==> src/rtl/counter_161_modn.sv <==
// ---------------------------------------------------------------------------
// counter_161_modn
//   Parametrised synchronous mod-N counter, successor to the 74LS161 stage.
//   Wrap-around happens inside the block, so there is no external
//   async-clear glitch. Adds up/down counting, synchronous parallel load,
//   a clock-enable prescaler and a registered wrap pulse. Stages cascade
//   through EP/ET/RCO exactly like the '161.
//
// Parameters
//   WIDTH     counter width in bits
//   MODULUS   count range 0..MODULUS-1, legal 2..2**WIDTH
//   PRESCALE  qualifying cycles per count step, legal >= 1
//
// Ports
//   CP    in   clock, rising edge
//   CR_n  in   asynchronous active-low clear
//   LD_n  in   synchronous active-low parallel load (beats counting)
//   EP    in   count enable P
//   ET    in   count enable T, also gates RCO
//   UD    in   direction, 1 = up, 0 = down
//   D     in   parallel load data
//   Q     out  registered count value
//   RCO   out  combinational ripple carry for the next stage's ET
//   WRAP  out  registered one-cycle pulse, one cycle after Q wraps
// ---------------------------------------------------------------------------
module counter_161_modn #(
  parameter int WIDTH    = 4,
  parameter int MODULUS  = 10,
  parameter int PRESCALE = 1
) (
  input  logic             CP,
  input  logic             CR_n,
  input  logic             LD_n,
  input  logic             EP,
  input  logic             ET,
  input  logic             UD,
  input  logic [WIDTH-1:0] D,
  output logic [WIDTH-1:0] Q,
  output logic             RCO,
  output logic             WRAP
);

  localparam int PRE_W = (PRESCALE > 1) ? $clog2(PRESCALE) : 1;

  localparam logic [WIDTH-1:0] MAX_Q    = WIDTH'(MODULUS - 1);
  localparam logic [PRE_W-1:0] PRE_LAST = PRE_W'(PRESCALE - 1);

  if (MODULUS < 2 || MODULUS > (1 << WIDTH)) begin : g_bad_modulus
    $error("counter_161_modn: MODULUS must lie in 2..2**WIDTH");
  end
  if (PRESCALE < 1) begin : g_bad_prescale
    $error("counter_161_modn: PRESCALE must be at least 1");
  end

  logic [PRE_W-1:0] pre;
  logic             wrap_hit;
  logic             qual;
  logic             pre_done;
  logic             term;
  logic             above_max;
  logic             wrap_now;
  logic [WIDTH-1:0] q_next;

  assign qual     = EP & ET & LD_n;
  assign pre_done = (pre == PRE_LAST);

  // Terminal count depends on the live direction input, so RCO follows UD
  // immediately without any direction state being stored.
  assign term = UD ? (Q == MAX_Q) : (Q == '0);
  assign RCO  = ET & term & pre_done;

  // An out-of-range Q is treated as terminal: up goes to 0, down goes to
  // MAX_Q. Only genuine wraps from the real terminal value raise wrap_now.
  assign above_max = (Q > MAX_Q);

  always_comb begin
    q_next   = Q;
    wrap_now = 1'b0;
    if (UD) begin
      if (Q >= MAX_Q) begin
        q_next   = '0;
        wrap_now = (Q == MAX_Q);
      end else begin
        q_next = Q + WIDTH'(1);
      end
    end else begin
      if (Q == '0 || above_max) begin
        q_next   = MAX_Q;
        wrap_now = (Q == '0);
      end else begin
        q_next = Q - WIDTH'(1);
      end
    end
  end

  // wrap_hit marks the edge that wrapped Q; WRAP repeats it one edge later
  // so the pulse appears the cycle after Q has wrapped. A load discards
  // any pending pulse.
  always_ff @(posedge CP or negedge CR_n) begin
    if (!CR_n) begin
      Q        <= '0;
      pre      <= '0;
      wrap_hit <= 1'b0;
      WRAP     <= 1'b0;
    end else if (!LD_n) begin
      Q        <= (D <= MAX_Q) ? D : '0;
      pre      <= '0;
      wrap_hit <= 1'b0;
      WRAP     <= 1'b0;
    end else begin
      WRAP     <= wrap_hit;
      wrap_hit <= 1'b0;
      if (qual) begin
        if (pre_done) begin
          pre      <= '0;
          Q        <= q_next;
          wrap_hit <= wrap_now;
        end else begin
          pre <= pre + PRE_W'(1);
        end
      end
    end
  end

endmodule

==> config.mk <==
export PLATFORM = sky130hd
export DESIGN_NAME = counter_161_modn
export DESIGN_NICKNAME = d
export VERILOG_FILES = /design/src/rtl/counter_161_modn.sv
export SDC_FILE = /design/constraint.sdc
export NUM_CORES = 1
export LEC_CHECK = 0
export ABC_AREA = 1
export CORE_MARGIN = 5
export CORE_UTILIZATION = 29
export DETAILED_ROUTE_END_ITERATION = 10
export HOLD_SLACK_MARGIN = 0.08
export PLACE_DENSITY_LB_ADDON = 0.1
export RECOVER_POWER = 25
export REMOVE_ABC_BUFFERS = 1
export SYNTH_ARGS = -nofsm -noshare
export SYNTH_HDL_FRONTEND = slang
export SYNTH_SLANG_ARGS = --single-unit
==> constraint.sdc <==
create_clock -name CP -period 1.76 [get_ports CP]
set_clock_uncertainty 0.15 [all_clocks]
set_input_delay 0.264 -clock CP [delete_from_list [all_inputs] [get_ports CP]]
set_output_delay 0.264 -clock CP [all_outputs]
set_load 0.02 [all_outputs]
==> metrics, run 1 <==
outcome complete, but fails checks; failing checks negative setup slack; layout cell share with drive strength beyond 1 0.3684; Top cell by count, worst path nand2_2; Hold WC Path Type in2async; drt drc 0; Clock transition at path regs 0.04 ns; r2r endpoint Q[1]; Critical Path Slowest Stage Cell dfrtp_1; cell row count 16; DR vias/cell 4.390; largest net degree at the start of global routing 7; Mapped Area 560.5 um^2; Final Power 658.7 uW; VDD IR-drop max 0.2924 mV; PwrDens 704.8 mW/mm^2; crit path cell chain inv_2 > ha_4 > nand3_4 > nand2_2 > nand2_2 > nor2_2 > buf_6; CP startpoint kind flip-flop; nets 130; period utilisation layout 1.006; met1 WL 713 um; crit path kind reg2out; leak pwr 0.4972 nW; Max-Cap Viols 0; RePlAce Congestion 0.8349; RSZ-0062 raised after global routing yes; Die ar. 0.002912 mm^2; total CTS buffers 3; Longest Clk Path Bufs 2; r2r startpoint Q[0]; Fmax 0.5648 GHz; WP data arrival 1.36 ns; Synth Warn # 0; Hold Vio Cnt, Final 0; vias in the first global route 669; GRT overflow 0; hpwl dp 1329 um; max_slew headroom 0.8089; drt wl/cell 11.16 um; Worst path top cell family by delay flip-flops; synth top area cells dfrtp_1 27%, nand2_1 13%, ha_1 8.9%; Distinct cells, synth 21; WP buf/inv 2; Core Footprint 0.001902 mm^2; WL met3 47 um; crit path capture type output port; CP Max Fanout 4; Die W 53.97 um; Post-CTS Hold Fix Bufs 0; Setup TNS -0.01065 ns; first-pass GRT wire length 2725 um; port bufs 15; compound-gate portion of the synthesized area 0.1004; adder-cell share of the synthesized area 0.08929; worst-skew pair later-pin latency 0.24 ns; Post-Synth XOR/XNOR Area 0.03125; Syn Area/Cell 7.095 um^2; drt pass-1 iters 4; Worst Path Required 1.35 ns; r2r setup slk 0.15 ns; post-synthesis simple-gate area fraction 0.4107; total length of routed wires 1574 um; Seq/Total Area, Yosys 0.2679; post-synthesis mux area share 0; DRT iter0 DRCs 2; initial antenna violation count 0; crit-path max cell delay 0.39 ns; Slew @ Worst Pin 0.2857 ns; root buffer cell clkbuf_4; top cell type's share of synthesized area 0.2679; diode count 0; Slew Viols, Final 0; Setup WS post-layout -0.01065 ns; synthesis-stage register bit count 6; die span in y 53.97 um; CTS sink cnt 6; DR top layer met3; routed wl met2 812 um; CTS tree built; via count 619; synthesized instance count 79; gr usage total 0.1279; Yosys top cell by area dfrtp_1; Initial Util 0.2947; Antenna Violating Nets Remaining 0; CTS H-tree lvls 1; cell count of the worst reg-to-reg path 9; final setup fails 1; fin crit period 1.771 ns; area delta synth->final 66.74%; main combinational cell family by area after synthesis simple AND/OR/NAND/NOR gates; # IOs 16
==> worst max-delay path by stage <==
stage	from	endpoint	cells after the start
6_report	Q[1]	RCO	7
3_3_place_gp	UD	RCO	6
2_1_floorplan	Q[0]	RCO	6
3_5_place_dp	UD	RCO	6
4_1_cts	Q[0]	RCO	7
5_1_grt	Q[1]	RCO	7
==> cell families (layout without fill, tap and decap cells) <==
group	after synthesis	count (layout)
xor gates and xnor gates	2	2
adders and majority gates	4	4
buffers and inverters	15	50
and+or+nand+nor	42	42
AOI/OAI and AO/OA	10	10
DFF	6	6
==> layout make-up <==
class | instances | area (um^2)
repair buffers | 32 | 281.5
fillers | 206 | 967.2
flip-flops and latches | 6 | 151.4
clock buffers | 3 | 22.52
well taps | 27 | 33.78
inverters | 15 | 56.30
multi-input cells | 58 | 389.1
==> synthesized netlist by cell type, drive strengths merged <==
master   n
a31oi    1
nand2   22
o22ai    1
nor2     6
inv     15
a21oi    3
nand2b   1
nand3   13
xor2     1
xnor2    1
ha       4
dfrtp    6
o21ai    5
==> report_power, final <==
part,total [mW],switching (mW),internal (mW)
combinational,0.366,0.187,0.179
clock,0.124,0.0470,0.0770
sequential,0.169,0.0158,0.153
total,0.659,0.250,0.409
==> sequential cells by signal, indices dropped and copies added, names as in the netlist <==
signal,cells
WRAP,1
Q,4
wrap_hit,1
==> metrics by stage <==
stage / cells / worst slack [ns] / util / hold WS (ns) / area [um^2]
floorplan: 79 / 0.03264 / - / -0.1816 / 560.5
global placement: 135 / -0.3205 / 0.4467 / 0.2677 / 849.6
detailed placement: 135 / -0.3258 / 0.4467 / 0.2927 / 849.6
CTS: 138 / -0.05492 / 0.4572 / 0.1207 / 869.6
global route: 141 / -0.1145 / 0.4914 / 0.1955 / 934.6
finish: 141 / -0.01065 / 0.4914 / 0.1889 / 934.6
==> timing repair <==
item	4_1_cts	5_1_grt
endpoints found under the hold margin	0	0
resized for setup	9	12
setup buffers	0	3
pin swaps	0	6
endpoints found under the setup margin	3	6
==> layout by cell type (no fill, tap or decap), drive strengths merged <==
cell           count
dlymetal6s2s       2
buf               18
dfrtp              6
nor2               6
dlygate4sd2        2
nand2             22
a21oi              3
xor2               1
dlygate4sd3        1
xnor2              1
ha                 4
inv               15
clkbuf             3
clkdlybuf4s50      9
a31oi              1
nand3             13
nand2b             1
o22ai              1
o21ai              5
==> layer usage <==
metal,global-route usage,vias to the layer above
met1,0.1559,276
met2,0.2298,17
met4,0.03830,0
met5,0,-
li1,-,326
met3,0.01662,0
==> worst register-to-register path: stages, from the launching register on <==
cell     delay (ns)
dfrtp_2        0.39
inv_2          0.06
buf_4          0.14
ha_1           0.23
nand2_4        0.09
nand3_2        0.10
nand2_1        0.10
nor2_1         0.04
o21ai_1        0.11
nand2_1        0.07
(Power assumes the default switching activity.)
==> inputs of run 2 (changes only) <==
--- a/config.mk
+++ b/config.mk
@@ -6,6 +6,7 @@
 export NUM_CORES = 1
 export LEC_CHECK = 0
 export ABC_AREA = 1
+export CAP_MARGIN = 30
 export CORE_MARGIN = 5
 export CORE_UTILIZATION = 29
 export DETAILED_ROUTE_END_ITERATION = 10
==> results of run 2 <==
Same layout as run 1: the final DEF is identical, and so are final timing and power.
==> edit: new RTL, settings of run 2 <==
Add an input register stage for `LD_n`, `EP`, `ET`, `UD` and `D`; this delays them by one clock. Comments in the files are not updated.
--- a/src/rtl/counter_161_modn.sv
+++ b/src/rtl/counter_161_modn.sv
@@ -47,2 +47,16 @@
 
+  logic LD_n_q;
+  logic EP_q;
+  logic ET_q;
+  logic UD_q;
+  logic [WIDTH-1:0] D_q;
+
+  always_ff @(posedge CP) begin
+    LD_n_q <= LD_n;
+    EP_q   <= EP;
+    ET_q   <= ET;
+    UD_q   <= UD;
+    D_q    <= D;
+  end
+
   if (MODULUS < 2 || MODULUS > (1 << WIDTH)) begin : g_bad_modulus
@@ -63,3 +77,3 @@
 
-  assign qual     = EP & ET & LD_n;
+  assign qual     = EP_q & ET_q & LD_n_q;
   assign pre_done = (pre == PRE_LAST);
@@ -68,4 +82,4 @@
   // immediately without any direction state being stored.
-  assign term = UD ? (Q == MAX_Q) : (Q == '0);
-  assign RCO  = ET & term & pre_done;
+  assign term = UD_q ? (Q == MAX_Q) : (Q == '0);
+  assign RCO  = ET_q & term & pre_done;
 
@@ -78,3 +92,3 @@
     wrap_now = 1'b0;
-    if (UD) begin
+    if (UD_q) begin
       if (Q >= MAX_Q) begin
@@ -104,4 +118,4 @@
       WRAP     <= 1'b0;
-    end else if (!LD_n) begin
-      Q        <= (D <= MAX_Q) ? D : '0;
+    end else if (!LD_n_q) begin
+      Q        <= (D_q <= MAX_Q) ? D_q : '0;
       pre      <= '0;
Behaviour: not the same (Yosys sat finds a counterexample within 4 cycles, from zero or initial values).
==> edit against run 2 <==
  * The flow still finishes with violations (negative setup slack)
  * Synthesized cell count is 11% higher
  * Routed wire length is 2.2% lower
  * Count of clock-buffer cells in the layout is 1 higher
  * Worst setup slack worse by 0.039 ns
  * Power is 32% higher
  * Maximum frequency is 2.1% lower
  * Cell area is 13% higher
  * Via count is 5.3% higher
  * Combinational power is 23% lower
  * Area after synthesis is 25% higher
  * Sequential cell count is 8 higher
  * Largest cell class unchanged
==> edit: results (changes against run 2) <==
outcome=finished, violations left; violated checks=negative setup slack; count of port buffers added during placement=15 (unchanged); slowest cell on the critical path=sky130_fd_sc_hd__dfrtp_2; largest cells by area after synthesis=sky130_fd_sc_hd__dfxtp_1 23%, sky130_fd_sc_hd__dfrtp_1 21%, sky130_fd_sc_hd__nand2_1 14%, sky130_fd_sc_hd__ha_1 7.2%, sky130_fd_sc_hd__nand3_1 6.4%; number of inserted diodes=0 (unchanged); CP peak stage delay=0.44 ns (+0.05 ns); post-place instance area=956 um^2 (+13%); via count of the first global-routing pass=644 (-3.7%); sequential cell area fraction in the yosys report=0.444 (+0.176); clock-pin slew on the worst setup and hold paths=0.08 ns (+0.04 ns); leading post-synthesis cells by instance count=27 x sky130_fd_sc_hd__nand2_1, 9 x sky130_fd_sc_hd__nand3_1, 8 x sky130_fd_sc_hd__dfxtp_1, 8 x sky130_fd_sc_hd__inv_1; routability congestion estimate=0.869 (+4.1%); final-layout setup total negative slack=-0.0493 ns (-0.0387 ns); registers with the highest flip-flop counts=D_q: 4 flops, Q: 4 flops; layout net count=137 (+5.4%); Clock Latency Late Sink=0.28 ns (+0.04 ns); Global Route Usage Sum=0.0978 (-0.0301); Post-Place Worst Slack=-0.237 ns (+0.0891 ns); Synth cell types=20 (-4.8%); FFs w/ async S/R, synth=0.429 (-0.571); internal reg-to-reg setup slack=0.06 ns (-0.09 ns); Worst slew margin=0.796 (-0.0127); final setup vio count=1 (unchanged); leading register cell type out of synthesis=sky130_fd_sc_hd__dfxtp_1; maximum resistive drop on vdd=0.464 mV (+59%); cell at the root of the clock tree=sky130_fd_sc_hd__clkbuf_4; fraction of final layout cells with drive strength greater than 1=0.287 (-0.0815); H-Tree Depth=1 (unchanged); Static Leak=0.548 nW (+10%); wire length of the first global-routing pass=2530 um (-7.1%); setup ws final=-0.0493 ns (-0.0387 ns); maximum number of pins on one net before global-route repair=9 (+2); total half-perimeter wirelength after legalization and detailed placement=1210 um (-8.9%); detailed router's first-iteration violation count=15 (+13); aggregate routed wire length=1540 um (-2.2%); number of inserted filler cells in the final layout=229 (+11%); Hold/Removal Path Class=in2reg; vias per cell=4.35 (-0.99%); data arrival time of the critical path=1.40 ns (+0.04 ns); internal power of the cells=0.606 mW (+48%); multi-input logic area=355 um^2 (-8.7%)
[edit: cell count changes after synthesis, moves of 2 or more]
| cell | delta |
|---|---|
| sky130_fd_sc_hd__dfxtp_1 | +8 |
| sky130_fd_sc_hd__inv_1 | -3 |
| sky130_fd_sc_hd__inv_2 | -2 |
| sky130_fd_sc_hd__nand2_1 | +7 |
| sky130_fd_sc_hd__nand2_2 | +2 |
| sky130_fd_sc_hd__o21ai_0 | -2 |
[edit: final timing paths]
check / start / end / depth (start not counted)
worst max-delay path: Q[0]$_DFFE_PN0P_ / RCO / 7
worst min-delay path: LD_n / LD_n_q$_DFF_P_ / 1
worst max register to register: Q[0]$_DFFE_PN0P_ / Q[1]$_DFFE_PN0P_ / 12
worst min register to register: wrap_hit$_DFF_PN0_ / WRAP$_DFF_PN0_ / 2
max in group asynchronous: CR_n / Q[0]$_DFFE_PN0P_ / 2
min in group asynchronous: CR_n / Q[2]$_DFFE_PN0P_ / 2
[edit: critical path, delay by kind of cell, from the launching register on]
| kind | cells | cell delay [ns] |
|---|---|---|
| AND/OR/NAND/NOR | 4 | 0.31 |
| flip-flops | 1 | 0.44 |
| adder cells (fa/ha/maj) | 1 | 0.12 |
| buffers and inverters | 2 | 0.23 |
[edit: area by class of cell]
cell class	count	area share
inverters	12	0.0473
multi-input cells	61	0.336
well taps	28	0.0331
clock buffers	4	0.0343
repair buffers	31	0.254
flip-flops and latches	14	0.295
[edit: timing repair]
action	in CTS	in global routing
hold buffers	1	0
gates resized for setup	10	8
endpoints found under the hold margin	6	0
pin swaps	0	5
setup buffers	1	3
endpoints found under the setup margin	5	3
[edit: cell families (layout without fill, tap and decap cells)]
kind of cell	count (synthesis)	after routing	synth area share
AOI/OAI and AO/OA	6	6	0.0501
xor gates and xnor gates	2	2	0.0250
adders and majority gates	4	4	0.0716
buffers and inverters	13	47	0.0877
DFF	14	14	0.444
and+or+nand+nor	49	49	0.322
[edit: stage by stage]
step | cells | hold slack (ns)
after floorplan | 87 | -0.182
after global placement | 141 | 0.269
after detailed placement | 141 | 0.270
after CTS | 147 | 0.251
after global routing | 150 | 0.264
final | 150 | 0.263
[edit: power groups by stage]
| stage | combinational, mW | clock [mW] | sequential (mW) |
|---|---|---|---|
| 3_3_place_gp | 0.260 | 0 | 0.368 |
| 4_1_cts | 0.259 | 0.242 | 0.358 |
| 5_1_grt | 0.316 | 0.252 | 0.363 |
| 2_1_floorplan | 0.121 | 0 | 0.387 |
| 6_report | 0.282 | 0.229 | 0.360 |
| 3_5_place_dp | 0.257 | 0 | 0.368 |
[edit: metal layers]
layer	GRT usage	up-vias	wire length [um]	share of wire
met1	0.106	283	686	0.45
met4	0.0744	0	38	0.025
met5	0	-	0	0
met2	0.161	19	720	0.47
met3	0.0261	3	94	0.061
li1	-	347	-	-
